$ cat config.mk
export PLATFORM = sky130hd
export DESIGN_NAME = bus_reg_slave
export DESIGN_NICKNAME = d
export VERILOG_FILES = /design/src/rtl/bus_reg_slave.sv
export SDC_FILE = /design/constraint.sdc
export NUM_CORES = 1
export LEC_CHECK = 0
export CAP_MARGIN = 20
export CORE_MARGIN = 8
export CORE_UTILIZATION = 48
export DETAILED_ROUTE_END_ITERATION = 6
export GPL_TIMING_DRIVEN = 0
export PLACE_DENSITY = 0.8
export SETUP_SLACK_MARGIN = 0.02
export SKIP_CTS_REPAIR_TIMING = 1
export SYNTH_ARGS = -nofsm -noshare
export SYNTH_HDL_FRONTEND = slang
export SYNTH_SLANG_ARGS = --single-unit
$ cat constraint.sdc
create_clock -name clk -period 3.1 [get_ports clk]
set_clock_uncertainty 0.2 [all_clocks]
set_input_delay 0.62 -clock clk [delete_from_list [all_inputs] [get_ports clk]]
set_output_delay 0.62 -clock clk [all_outputs]
set_load 0.005 [all_outputs]
$ cat src/rtl/bus_reg_slave.sv
// bus_reg_slave: req/gnt/rw bus responder that fronts a small register file.
// Each accepted request is granted after a programmable number of wait states.
// Read-only registers silently drop writes. Accesses beyond the register file
// complete normally but raise err together with gnt.
module bus_reg_slave #(
    parameter int                  ADDR_W      = 32,
    parameter int                  DATA_W      = 32,
    parameter int                  NUM_REGS    = 8,
    parameter int                  WAIT_STATES = 0,
    parameter logic [NUM_REGS-1:0] RO_MASK     = '0,
    parameter logic [DATA_W-1:0]   RST_VAL     = '0
) (
    input  logic                         clk,
    input  logic                         rst_n,
    input  logic                         req,
    input  logic                         rw,
    input  logic [ADDR_W-1:0]            addr,
    input  logic [DATA_W-1:0]            wdata,
    output logic                         gnt,
    output logic [DATA_W-1:0]            rdata,
    output logic                         err,
    output logic [NUM_REGS*DATA_W-1:0]   regs_o
);

    localparam int BYTES = DATA_W / 8;
    localparam int OFF_W = $clog2(BYTES);
    localparam int IDX_W = $clog2(NUM_REGS);

    // One past the last valid byte address. The extra bit keeps the value
    // representable even when the register file fills the whole address space.
    localparam logic [ADDR_W:0] SPAN = (ADDR_W+1)'(NUM_REGS * BYTES);

    // Counter preload for the WAIT state. It is unused when there are no wait states.
    localparam logic [3:0] CNT_INIT = (WAIT_STATES > 0) ? 4'(WAIT_STATES - 1) : 4'd0;

    typedef enum logic [1:0] {
        ST_IDLE  = 2'd0,
        ST_WAIT  = 2'd1,
        ST_GRANT = 2'd2
    } state_t;

    state_t                r_state;
    state_t                w_next_state;
    logic [3:0]            r_cnt;
    logic [3:0]            w_next_cnt;
    logic                  r_gnt;
    logic                  r_err;
    logic [DATA_W-1:0]     r_rdata;
    logic [DATA_W-1:0]     r_regs [NUM_REGS];

    logic [IDX_W-1:0]      w_idx;
    logic                  w_in_range;
    logic                  w_enter_grant;
    logic                  w_wr_en;

    // The address is decoded once. Low byte-offset bits are ignored.
    assign w_idx         = addr[OFF_W +: IDX_W];
    assign w_in_range    = ({1'b0, addr} < SPAN);
    assign w_enter_grant = (w_next_state == ST_GRANT);
    assign w_wr_en       = (r_state == ST_GRANT) && rw && w_in_range;

    // Next-state and wait counter logic. A request dropped in WAIT aborts the transfer.
    always_comb begin
        w_next_state = r_state;
        w_next_cnt   = r_cnt;
        case (r_state)
            ST_IDLE: begin
                if (req) begin
                    if (WAIT_STATES == 0) begin
                        w_next_state = ST_GRANT;
                    end else begin
                        w_next_state = ST_WAIT;
                        w_next_cnt   = CNT_INIT;
                    end
                end else begin
                    w_next_state = ST_IDLE;
                end
            end
            ST_WAIT: begin
                if (!req) begin
                    w_next_state = ST_IDLE;
                end else if (r_cnt == 4'd0) begin
                    w_next_state = ST_GRANT;
                end else begin
                    w_next_cnt   = r_cnt - 4'd1;
                end
            end
            ST_GRANT: begin
                w_next_state = ST_IDLE;
            end
            default: begin
                w_next_state = ST_IDLE;
                w_next_cnt   = 4'd0;
            end
        endcase
    end

    // State register and wait counter.
    always_ff @(posedge clk or negedge rst_n) begin
        if (!rst_n) begin
            r_state <= ST_IDLE;
            r_cnt   <= 4'd0;
        end else begin
            r_state <= w_next_state;
            r_cnt   <= w_next_cnt;
        end
    end

    // Response flops are loaded on entry to GRANT, so gnt, err and rdata line up.
    // Writes leave rdata untouched.
    always_ff @(posedge clk or negedge rst_n) begin
        if (!rst_n) begin
            r_gnt   <= 1'b0;
            r_err   <= 1'b0;
            r_rdata <= '0;
        end else begin
            r_gnt <= w_enter_grant;
            r_err <= w_enter_grant && !w_in_range;
            if (w_enter_grant && !rw) begin
                r_rdata <= w_in_range ? r_regs[w_idx] : '0;
            end
        end
    end

    // Register file. A write commits on the edge that leaves GRANT.
    // Read-only registers ignore the write.
    always_ff @(posedge clk or negedge rst_n) begin
        if (!rst_n) begin
            for (int i = 0; i < NUM_REGS; i++) begin
                r_regs[i] <= RST_VAL;
            end
        end else begin
            for (int i = 0; i < NUM_REGS; i++) begin
                if (w_wr_en && (w_idx == IDX_W'(i)) && !RO_MASK[i]) begin
                    r_regs[i] <= wdata;
                end
            end
        end
    end

    assign gnt   = r_gnt;
    assign err   = r_err;
    assign rdata = r_rdata;

    for (genvar g = 0; g < NUM_REGS; g++) begin : g_regs_o
        assign regs_o[g*DATA_W +: DATA_W] = r_regs[g];
    end

endmodule

# Word level (Yosys, flattened, before mapping)
# Cells that the tools add are included.
dict set report totals {
  word_cells 60
  input_bits 68
  register_bits 296
}
dict set report classes {
  eq_ne 12
  n_reduce_logical 19
  n_mux 11
  magnitude_cmp 2
  bitwise 2
  add_sub_neg 1
}
# op n
set ops {}
lappend ops {{binary-select mux 32 bit (select 3 bit)} 1}
lappend ops {{two-way mux 32 bit} 3}
lappend ops {{less-than comparator 32 x 6 -> 1 bit (second input constant)} 1}
lappend ops {{equality test 3 bit (second input constant)} 4}
lappend ops {{logical AND 1 bit} 12}
lappend ops {{two-way mux 4 bit} 2}
lappend ops {{one-hot mux 4 bit (2 select lines)} 1}
lappend ops {{equality test 3 x 2 -> 1 bit (second input constant)} 2}
lappend ops {{two-way mux 2 bit} 3}
lappend ops {{equality test 2 bit (second input constant)} 2}
lappend ops {{>= comparator 4 bit (second input constant)} 1}
lappend ops {{zero test 4 bit} 1}
lappend ops {{!= test 2 bit (second input constant)} 2}
lappend ops {{inverter 3 -> 4 bit} 1}
lappend ops {{one-hot mux 2 bit (2 select lines)} 1}
lappend ops {{subtractor 4 x 1 -> 4 bit (second input constant)} 1}
lappend ops {{equality test 3 x 1 -> 1 bit (second input constant)} 1}
lappend ops {{zero test 3 bit} 1}
lappend ops {{AND reduction 3 bit} 1}
lappend ops {{equality test 2 x 1 -> 1 bit (second input constant)} 1}
lappend ops {{zero test 1 bit} 2}
lappend ops {{zero test 2 bit} 1}
lappend ops {{OR reduction 2 bit} 1}
lappend ops {{inverter 1 bit} 1}

# Depth between registers and ports, before layout
# Gate-level depths: netlist of the first run.
dict set report logic_depth {
  word_depth 6
  ltp_mapped 8
  ltp_nobuf 6
}

# Worst setup path after synthesis of the first run
# OpenSTA, ideal clock, no wires.
dict set report synth_timing {
  kind {input-to-reg}
  start {in addr[15]}
  end {reg r_regs, in the netlist regs_o[161]}
  path_buffers 1
  t_required_ps 2773
  t_arrival_ps 2259
  slack_ps 513
  path_stages 5
  cell_sequence {nor4_2 > nand3_2 > nor4_4 > buf_6 > mux2_1}
}
dict set report synth_via {
  elab_chain_len 3
}
# element line_no
set synth_lines {}
lappend synth_lines {{start, declared} 17} ;# input logic [ADDR_W-1:0] addr,
lappend synth_lines {{less-than comparator 32 x 6 -> 1 bit} 58} ;# assign w_in_range = ({1'b0, addr} < SPAN);
lappend synth_lines {{logical AND 1 bit} 60} ;# assign w_wr_en = (r_state == ST_GRANT) && rw && w_in_range;
lappend synth_lines {{logical AND 1 bit} 134} ;# if (w_wr_en && (w_idx == IDX_W'(i)) && !RO_MASK[i]) begin
lappend synth_lines {{end signal, assigned by index} 135} ;# r_regs[i] <= wdata;
lappend synth_lines {{end, declared} 49} ;# logic [DATA_W-1:0] r_regs [NUM_REGS];
# Every way passes these cells.
# A chain may end at the register's enable or synchronous reset.

# Worst setup path in the final report of the first run
dict set report layout_timing {
  start {in addr[15]}
  end {reg r_regs, in the netlist regs_o[93]}
}
# The elaborated chain is that of the path after synthesis.

==> results.md, run 1 <==
- Post-route setup slack: 0.127 ns
- Sinks on Clock Net: 296
- Total via count after detailed routing: 8935
- Simple-Gate Fraction of Synth Area: 3.79%
- Core area: 0.0269 mm2
- Post-DRT Antenna Nets: 0
- Most used standard cell by instance count after synthesis: sky130_fd_sc_hd__dfrtp_1
- Setup Total Neg Slack: 0 ns
- Net count, final: 1274
- Number of rows in the core area: 60
- Share of power burned in combinational logic: 4.7%
- Worst setup path class: in -> reg
- Global-route wire length before repair: 62100 um
- Worst Path Buf+Inv: 2
- Yosys warns: 0
- Final Instance Count excl. Fillers: 1569
- Hold violation total from the final report: 0
- Slew headroom: 31.7%
- Async set-or-reset flop fraction in the synthesized netlist: 100%
- CTS buffer count: 31
- Post-DP HPWL: 28500 um
- Core Util, Final: 67.5%
- Arithmetic-cell share of the synthesized area counting full adders, half adders and majority gates: 0.191%
- Maximum root-to-sink buffer count: 3
- Status: complete, no violations
- Full die area: 0.0329 mm2
- Worst-path clk slew: 0.06 ns
- Area growth from synthesis to final layout: 38.3%
- Starting Density: 48.8%
- Nets in the synthesized netlist: 884
- Average wire length per cell after detail routing: 26.1 um
- Pins Over Slew Limit: 0
- Internal power contribution: 6.11 mW
- XOR/XNOR Fraction of Synth Area: 0.134%
- Most instantiated flip-flop cell in the synthesis netlist: sky130_fd_sc_hd__dfrtp_1
- Synthesized-area fraction occupied by ao, oa, aoi and oai cells: 1.61%
- Pre-CTS setup slack: -0.576 ns
- RD Place Congestion: 0.816
- Number of iterations in the first detailed-routing pass: 5
- Clk_lat worst skew: 0.56 ns
- Combinational family with the most area after synthesis: multiplexers
- Global-route usage over all layers: 24.6%
- CTS tree: done
- Number of setup violations in the final report: 0
- Unrepaired setup endpoints after global routing: false
- Global-route congestion overflow total: 0
- Post-route cell area: 0.0181 mm2
- Critical Path Fanout Max: 10
- Period minus WS final: 2.97 ns
- Peak clock frequency supported by timing: 336 MHz
- Pwr per Cell Area: 432 mW/mm2
- Horiz. Die Dim: 181 um
- Leading post-synthesis cells by cell area: sky130_fd_sc_hd__dfrtp_1 (56%), sky130_fd_sc_hd__mux2_2 (19%), sky130_fd_sc_hd__mux4_2 (11%)
- Count of unresolved DRC violations after routing: 0
- EDFF count, synth: 0
- Critical path arrival: 3.22 ns
- Switching Power: 1.72 mW
- Kind of capture point of the worst setup path: flip-flop
- Cell taking the most area after synthesis: sky130_fd_sc_hd__dfrtp_1
- Number of I/O port buffers: 354
- Number of instances in the synthesized netlist: 814
- Type of the most critical hold path: reg -> reg
- Share of cells above drive strength 1: 31.4%
- Routed wire length: 41000 um
- Max IR drop VDD: 393 uV
- Standby leakage power: 8.30 nW
- Die height: 181 um
- Number of global-route vias before repair: 9576
- Fin Hold WS: 0.277 ns
- Average cell area after synthesis: 16.1 um2
- Share of Yosys cell area claimed by the top area cell type: 56.5%
- Tightest Pin Transition: 1.03 ns
- Max-Cap Viols: 0
- Cell area after technology mapping: 0.0131 mm2
- Final Power: 7.83 mW
- Switching power as a share of total power: 22.0%
- Fin crit share: 95.9%
- Synth Register Bits: 296
- Slowest-stage cell, CP: sky130_fd_sc_hd__nor4_4
- Boundary Pins: 358
- Cell at the root of the clock tree: sky130_fd_sc_hd__clkbuf_16
- Proportion of synthesized area in mux cells: 35.5%
- Drt via density: 5.69
- Fraction of power consumed by sequential logic: 49.4%
- Largest net degree at the start of global routing: 124
- Cell class contributing the biggest share of worst-path delay: simple AND/OR/NAND/NOR gates
- # H-tree levels: 1
- Portion of the post-synthesis area used by sequential elements: 56.5%
- Leading cell types by count after synthesis: sky130_fd_sc_hd__dfrtp_1 (296), sky130_fd_sc_hd__mux2_2 (220), sky130_fd_sc_hd__mux4_2 (64)
- Critical Path, Cell by Cell: clkdlybuf4s50_1 > nor4_2 > nand3_2 > nor4_4 > buf_4 > mux2_2
- Placed Cells: 1511
- Clock share of power: 45.9%
- Largest incremental delay on the critical path: 0.55 ns
- Starting DRC count in detailed routing: 464
- Count of inserted antenna diode cells: 0
- CP required: 3.34 ns
- DP Area: 0.0171 mm2
- Number of distinct library cell variants in the gate-level netlist after synthesis: 35
- Antenna violations before repair: 1
- Element type at the critical path start: input port
## flip-flops by register name (all words and copies together) (netlist names)
name and flops:
regs_o 256, r_state 2, rdata 32, gnt 1
r_cnt 4, err 1
## worst register-to-register path: stages (launching register included)
cell	delay, ns
sky130_fd_sc_hd__dfrtp_1	0.46
sky130_fd_sc_hd__nor4bb_1	0.54
sky130_fd_sc_hd__nand4_1	0.18
sky130_fd_sc_hd__nor3_2	0.48
sky130_fd_sc_hd__buf_2	0.45
sky130_fd_sc_hd__mux2_2	0.39
## logic make-up after synthesis
kind of cell / count (synthesis)
DFF: 296
adders and majority gates: 2
muxes: 353
and+or+nand+nor: 68
xor gates and xnor gates: 2
buffers and inverters: 53
AOI/OAI and AO/OA: 40
## placed cells by master, fill, tap and decap left out, types with 3 or more instances in the layout
master	instances
sky130_fd_sc_hd__o21ai_1	9
sky130_fd_sc_hd__buf_2	16
sky130_fd_sc_hd__nor4_4	6
sky130_fd_sc_hd__nor4_2	6
sky130_fd_sc_hd__nand4_1	4
sky130_fd_sc_hd__clkbuf_8	4
sky130_fd_sc_hd__nand2_1	36
sky130_fd_sc_hd__clkinv_2	7
sky130_fd_sc_hd__a21oi_1	4
sky130_fd_sc_hd__buf_6	3
sky130_fd_sc_hd__dfrtp_1	296
sky130_fd_sc_hd__buf_1	3
sky130_fd_sc_hd__mux4_2	64
sky130_fd_sc_hd__o21ai_0	23
sky130_fd_sc_hd__clkdlybuf4s50_1	353
sky130_fd_sc_hd__nor3_1	3
sky130_fd_sc_hd__nand2b_1	3
sky130_fd_sc_hd__clkbuf_1	23
sky130_fd_sc_hd__inv_1	3
sky130_fd_sc_hd__mux2i_1	32
sky130_fd_sc_hd__buf_4	15
sky130_fd_sc_hd__mux2_2	220
sky130_fd_sc_hd__clkbuf_16	31
sky130_fd_sc_hd__mux2_1	37
## power by group through the flow
stage / clock (mW) / sequential [mW] / combinational, mW
after floorplan: 0 / 3.94 / 0.105
after global placement: 0 / 3.94 / 0.357
after detailed placement: 0 / 3.94 / 0.369
after CTS: 3.66 / 3.87 / 0.371
after global routing: 3.80 / 3.87 / 0.399
final: 3.59 / 3.87 / 0.365
## routing by layer
layer / share of wire [%] / track usage, % / vias to the layer above / routed length, um
li1: - / - / 3830 / -
met1: 40 / 30.1 / 4651 / 16200
met2: 49 / 40.8 / 378 / 19900
met3: 8.4 / 7.50 / 74 / 3420
met4: 3.5 / 8.56 / 2 / 1430
met5: 0.024 / 0 / - / 10
## worst paths after layout
kind	start	endpoint	slack, ns	depth (start not counted)
max	addr[15]	regs_o[93]	0.13	6
max reg2reg	r_state[1]	regs_o[117]	0.30	5
max in group asynchronous	rst_n	regs_o[72]	1.31	3
min	rdata[11]	rdata[11]	0.28	2
min reg2reg	rdata[11]	rdata[11]	0.28	2
min in group asynchronous	rst_n	regs_o[130]	0.39	2
## cell type report
| cell class | instances | area [um2] |
|---|---|---|
| plain buffers | 50 | 288 |
| clock buffers | 46 | 872 |
| repair buffers | 357 | 3610 |
| fillers | 1916 | 8740 |
| multi-input cells | 465 | 5410 |
| clock inverters | 11 | 111 |
| well taps | 341 | 427 |
| flip-flops and latches | 296 | 7410 |
| inverters | 3 | 11.3 |
(Power assumes the default switching activity.)
==> run 2: changes to the inputs <==
--- a/config.mk
+++ b/config.mk
@@ -10,7 +10,7 @@
 export CORE_UTILIZATION = 48
 export DETAILED_ROUTE_END_ITERATION = 6
 export GPL_TIMING_DRIVEN = 0
-export PLACE_DENSITY = 0.8
+export PLACE_DENSITY_LB_ADDON = 0.2
 export SETUP_SLACK_MARGIN = 0.02
 export SKIP_CTS_REPAIR_TIMING = 1
 export SYNTH_ARGS = -nofsm -noshare
==> run 2 against run 1 <==
Die area is the same. Fmax grew 1.1%. Global-route usage shrank 0.34 points. Critical path type unchanged. Largest cell class unchanged.
==> results.md, run 2 (synthesized netlist as in run 1, its figures left out) <==
- Status: complete, no violations (unchanged)
- Antenna violations before repair: 1 (unchanged)
- Post-route setup slack: 0.161 ns (was 0.127 ns)
- Global-route wire length before repair: 61200 um (was 62100 um)
- Number of cells traversed by the worst register-to-register path: 5 (unchanged)
- Clock share of power: 45.2% (was 45.9%)
- Full die area: 0.0329 mm2 (unchanged)
- Kind of capture point of the worst setup path: flip-flop (unchanged)
- Starting Density: 48.8% (unchanged)
- Count of unresolved DRC violations after routing: 0 (unchanged)
- Most common cell after layout, fill and taps aside: sky130_fd_sc_hd__clkdlybuf4s50_1 (unchanged)
- Leading cell types in the layout, fill and taps excluded: sky130_fd_sc_hd__clkdlybuf4s50_1 (353), sky130_fd_sc_hd__dfrtp_1 (296), sky130_fd_sc_hd__mux2_2 (220) (unchanged)
- Die height: 181 um (unchanged)
- Worst Path Buf+Inv: 3 (was 2)
- Cell class contributing the biggest share of worst-path delay: buffers and inverters (was simple AND/OR/NAND/NOR gates)
- Number of I/O port buffers: 354 (unchanged)
- Sinks on Clock Net: 296 (unchanged)
- Number of setup violations in the final report: 0 (unchanged)
- Type of the most critical hold path: reg -> reg (unchanged)
- Wire length the detailed router placed on met1: 16700 um (was 16200 um)
- Post-DP HPWL: 28100 um (was 28500 um)
- Slowest-stage cell, CP: sky130_fd_sc_hd__clkbuf_1 (was sky130_fd_sc_hd__nor4_4)
- Launching point of the worst reg2reg path: r_state[1] (unchanged)
- Net count, final: 1277 (was 1274)
- Horiz. Die Dim: 181 um (unchanged)
- CP required: 3.32 ns (was 3.34 ns)
- Peak clock frequency supported by timing: 340 MHz (was 336 MHz)
- Terminus of the critical flop-to-flop path: regs_o[112] (was regs_o[117])
- Number of rows in the core area: 60 (unchanged)
- Number of iterations in the first detailed-routing pass: 4 (was 5)
- Internal power contribution: 6.04 mW (was 6.11 mW)
- CTS buffer count: 31 (unchanged)
- CTS tree: done (unchanged)
- Boundary Pins: 358 (unchanged)
- Total via count after detailed routing: 8855 (was 8935)
- Drt via density: 5.64 (was 5.69)
- Cell type with the highest occurrence count on the critical path: sky130_fd_sc_hd__clkbuf_1
- Pins Over Slew Limit: 0 (unchanged)
- Largest incremental delay on the critical path: 0.80 ns (was 0.55 ns)
- Destination of the worst hold path: rdata[4] (was rdata[11])
- Max-Cap Viols: 0 (unchanged)
- Number of global-route vias before repair: 9487 (was 9576)
- Standby leakage power: 8.31 nW (was 8.30 nW)
- Clk_lat worst skew: 0.55 ns (was 0.56 ns)
- Critical Path Fanout Max: 10 (unchanged)
- Element type at the critical path start: input port (unchanged)
- Max IR drop VDD: 321 uV (was 393 uV)
- Worst hold path depth: 2 (unchanged)
- Hold violation total from the final report: 0 (unchanged)
- Starting DRC count in detailed routing: 531 (was 464)
- Pre-CTS setup slack: -0.538 ns (was -0.576 ns)
- Share of cells above drive strength 1: 31.5% (was 31.4%)
- Core area: 0.0269 mm2 (unchanged)
- Pwr per Cell Area: 426 mW/mm2 (was 432 mW/mm2)
- Largest net degree at the start of global routing: 125 (was 124)
- Global-route usage over all layers: 24.2% (was 24.6%)
- Critical path arrival: 3.16 ns (was 3.22 ns)
- Maximum root-to-sink buffer count: 3 (unchanged)
- Worst setup path class: in -> reg (unchanged)
- # H-tree levels: 1 (unchanged)
- Routed wire length: 40600 um (was 41000 um)
- Slew headroom: 31.7% (about the same)
- Post-DRT Antenna Nets: 0 (unchanged)
- Fin crit share: 94.8% (was 95.9%)
- Share of power burned in combinational logic: 4.7% (about the same)
- Global-route congestion overflow total: 0 (unchanged)
- Average wire length per cell after detail routing: 25.9 um (was 26.1 um)
- Internal reg-to-reg setup slack: 0.29 ns (was 0.30 ns)
- Flip-flop count of the largest register after layout: 256 (unchanged)
- Worst-path clk slew: 0.06 ns (about the same)
- Period minus WS final: 2.94 ns (was 2.97 ns)
- Unrepaired setup endpoints after global routing: false (unchanged)
- Fraction of power consumed by sequential logic: 50.1% (was 49.4%)
- Tightest Pin Transition: 1.02 ns (was 1.03 ns)
- Met3 layer wire length in the routed design: 3180 um (was 3420 um)
- Top metal layer carrying routed signals: met5 (unchanged)
- Area growth from synthesis to final layout: 38.3% (unchanged)
- Fin Hold WS: 0.280 ns (was 0.277 ns)
- Startpoint of the lowest-slack hold path: rdata[4] (was rdata[11])
- Switching Power: 1.69 mW (was 1.72 mW)
- Cell at the root of the clock tree: sky130_fd_sc_hd__clkbuf_16 (unchanged)
- Critical Path, Cell by Cell: clkdlybuf4s50_1 > clkbuf_1 > clkbuf_1 > mux4_2 > mux2i_1 > o21ai_1 (was clkdlybuf4s50_1 > nor4_2 > nand3_2 > nor4_4 > buf_4 > mux2_2)
- Timing startpoint of the critical path: addr[3] (was addr[15])
- Routed length on met2: 19400 um (was 19900 um)
- Switching power as a share of total power: 21.8% (was 22.0%)
- RD Place Congestion: 0.800 (was 0.816)
## run 2: routing by layer
| layer | global-route usage, % | vias to the layer above |
|---|---|---|
| li1 | - | 3827 |
| met1 | 30.5 | 4608 |
| met2 | 40.0 | 342 |
| met3 | 7.32 | 76 |
| met4 | 6.82 | 2 |
| met5 | 1.38 | - |
## run 2: per-stage QoR
step	utilization (%)	std cells	TNS, ns	cell area, um2	total power, mW
5_1_grt	67.5	1570	0	18100	7.98
3_3_place_gp	63.6	1509	-3521.25	17100	4.30
4_1_cts	67.3	1565	0	18100	7.81
3_5_place_dp	63.8	1511	-100.93	17100	4.31
2_1_floorplan	-	814	0	13100	4.05
6_report	67.5	1570	0	18100	7.73
## run 2: worst register-to-register path, cell delays in order (launching register included)
cell,delay [ns]
sky130_fd_sc_hd__dfrtp_1,0.48
sky130_fd_sc_hd__nor4bb_1,0.51
sky130_fd_sc_hd__nand4_1,0.19
sky130_fd_sc_hd__nor3_2,0.46
sky130_fd_sc_hd__buf_2,0.45
sky130_fd_sc_hd__mux2_2,0.39
## run 2: power by group through the flow
stage          clock network, mW  logic [mW]  registers, mW
2_1_floorplan                  0       0.105           3.94
3_3_place_gp                   0       0.358           3.94
3_5_place_dp                   0       0.369           3.94
4_1_cts                     3.57       0.371           3.87
5_1_grt                     3.71       0.397           3.87
6_report                    3.50       0.365           3.87
## run 2: area by class of cell
| class | count | area (um2) |
|---|---|---|
| timing repair buffer | 360 | 3640 |
| tap | 341 | 427 |
| inverter | 3 | 11.3 |
| clock buffer | 50 | 937 |
| multi-input combinational | 465 | 5410 |
| fill | 1933 | 8740 |
| clock inverter | 4 | 20.0 |
| sequential | 296 | 7410 |
| buffer | 50 | 289 |
| antenna | 1 | 2.50 |
## run 2: worst max-delay path by stage
stage | end | depth (start not counted)
4_1_cts | regs_o[2] | 6
5_1_grt | rdata[24] | 6
2_1_floorplan | regs_o[161] | 5
6_report | rdata[22] | 6
3_5_place_dp | regs_o[8] | 6
3_3_place_gp | regs_o[83] | 1
==> run 3: changes to the inputs <==
==> constraint.sdc (replaced) <==
create_clock -name clk -period 3.1 [get_ports clk]
set_clock_uncertainty 0.2 [all_clocks]
set_input_delay 0.62 -clock clk [delete_from_list [all_inputs] [get_ports clk]]
set_output_delay 0.62 -clock clk [all_outputs]
set_load 0.05 [all_outputs]
==> results of run 3 <==
Same layout as run 2 (identical final DEF). Status: complete, no violations.
Among the figures that moved: total power 7.73 mW -> 7.74 mW
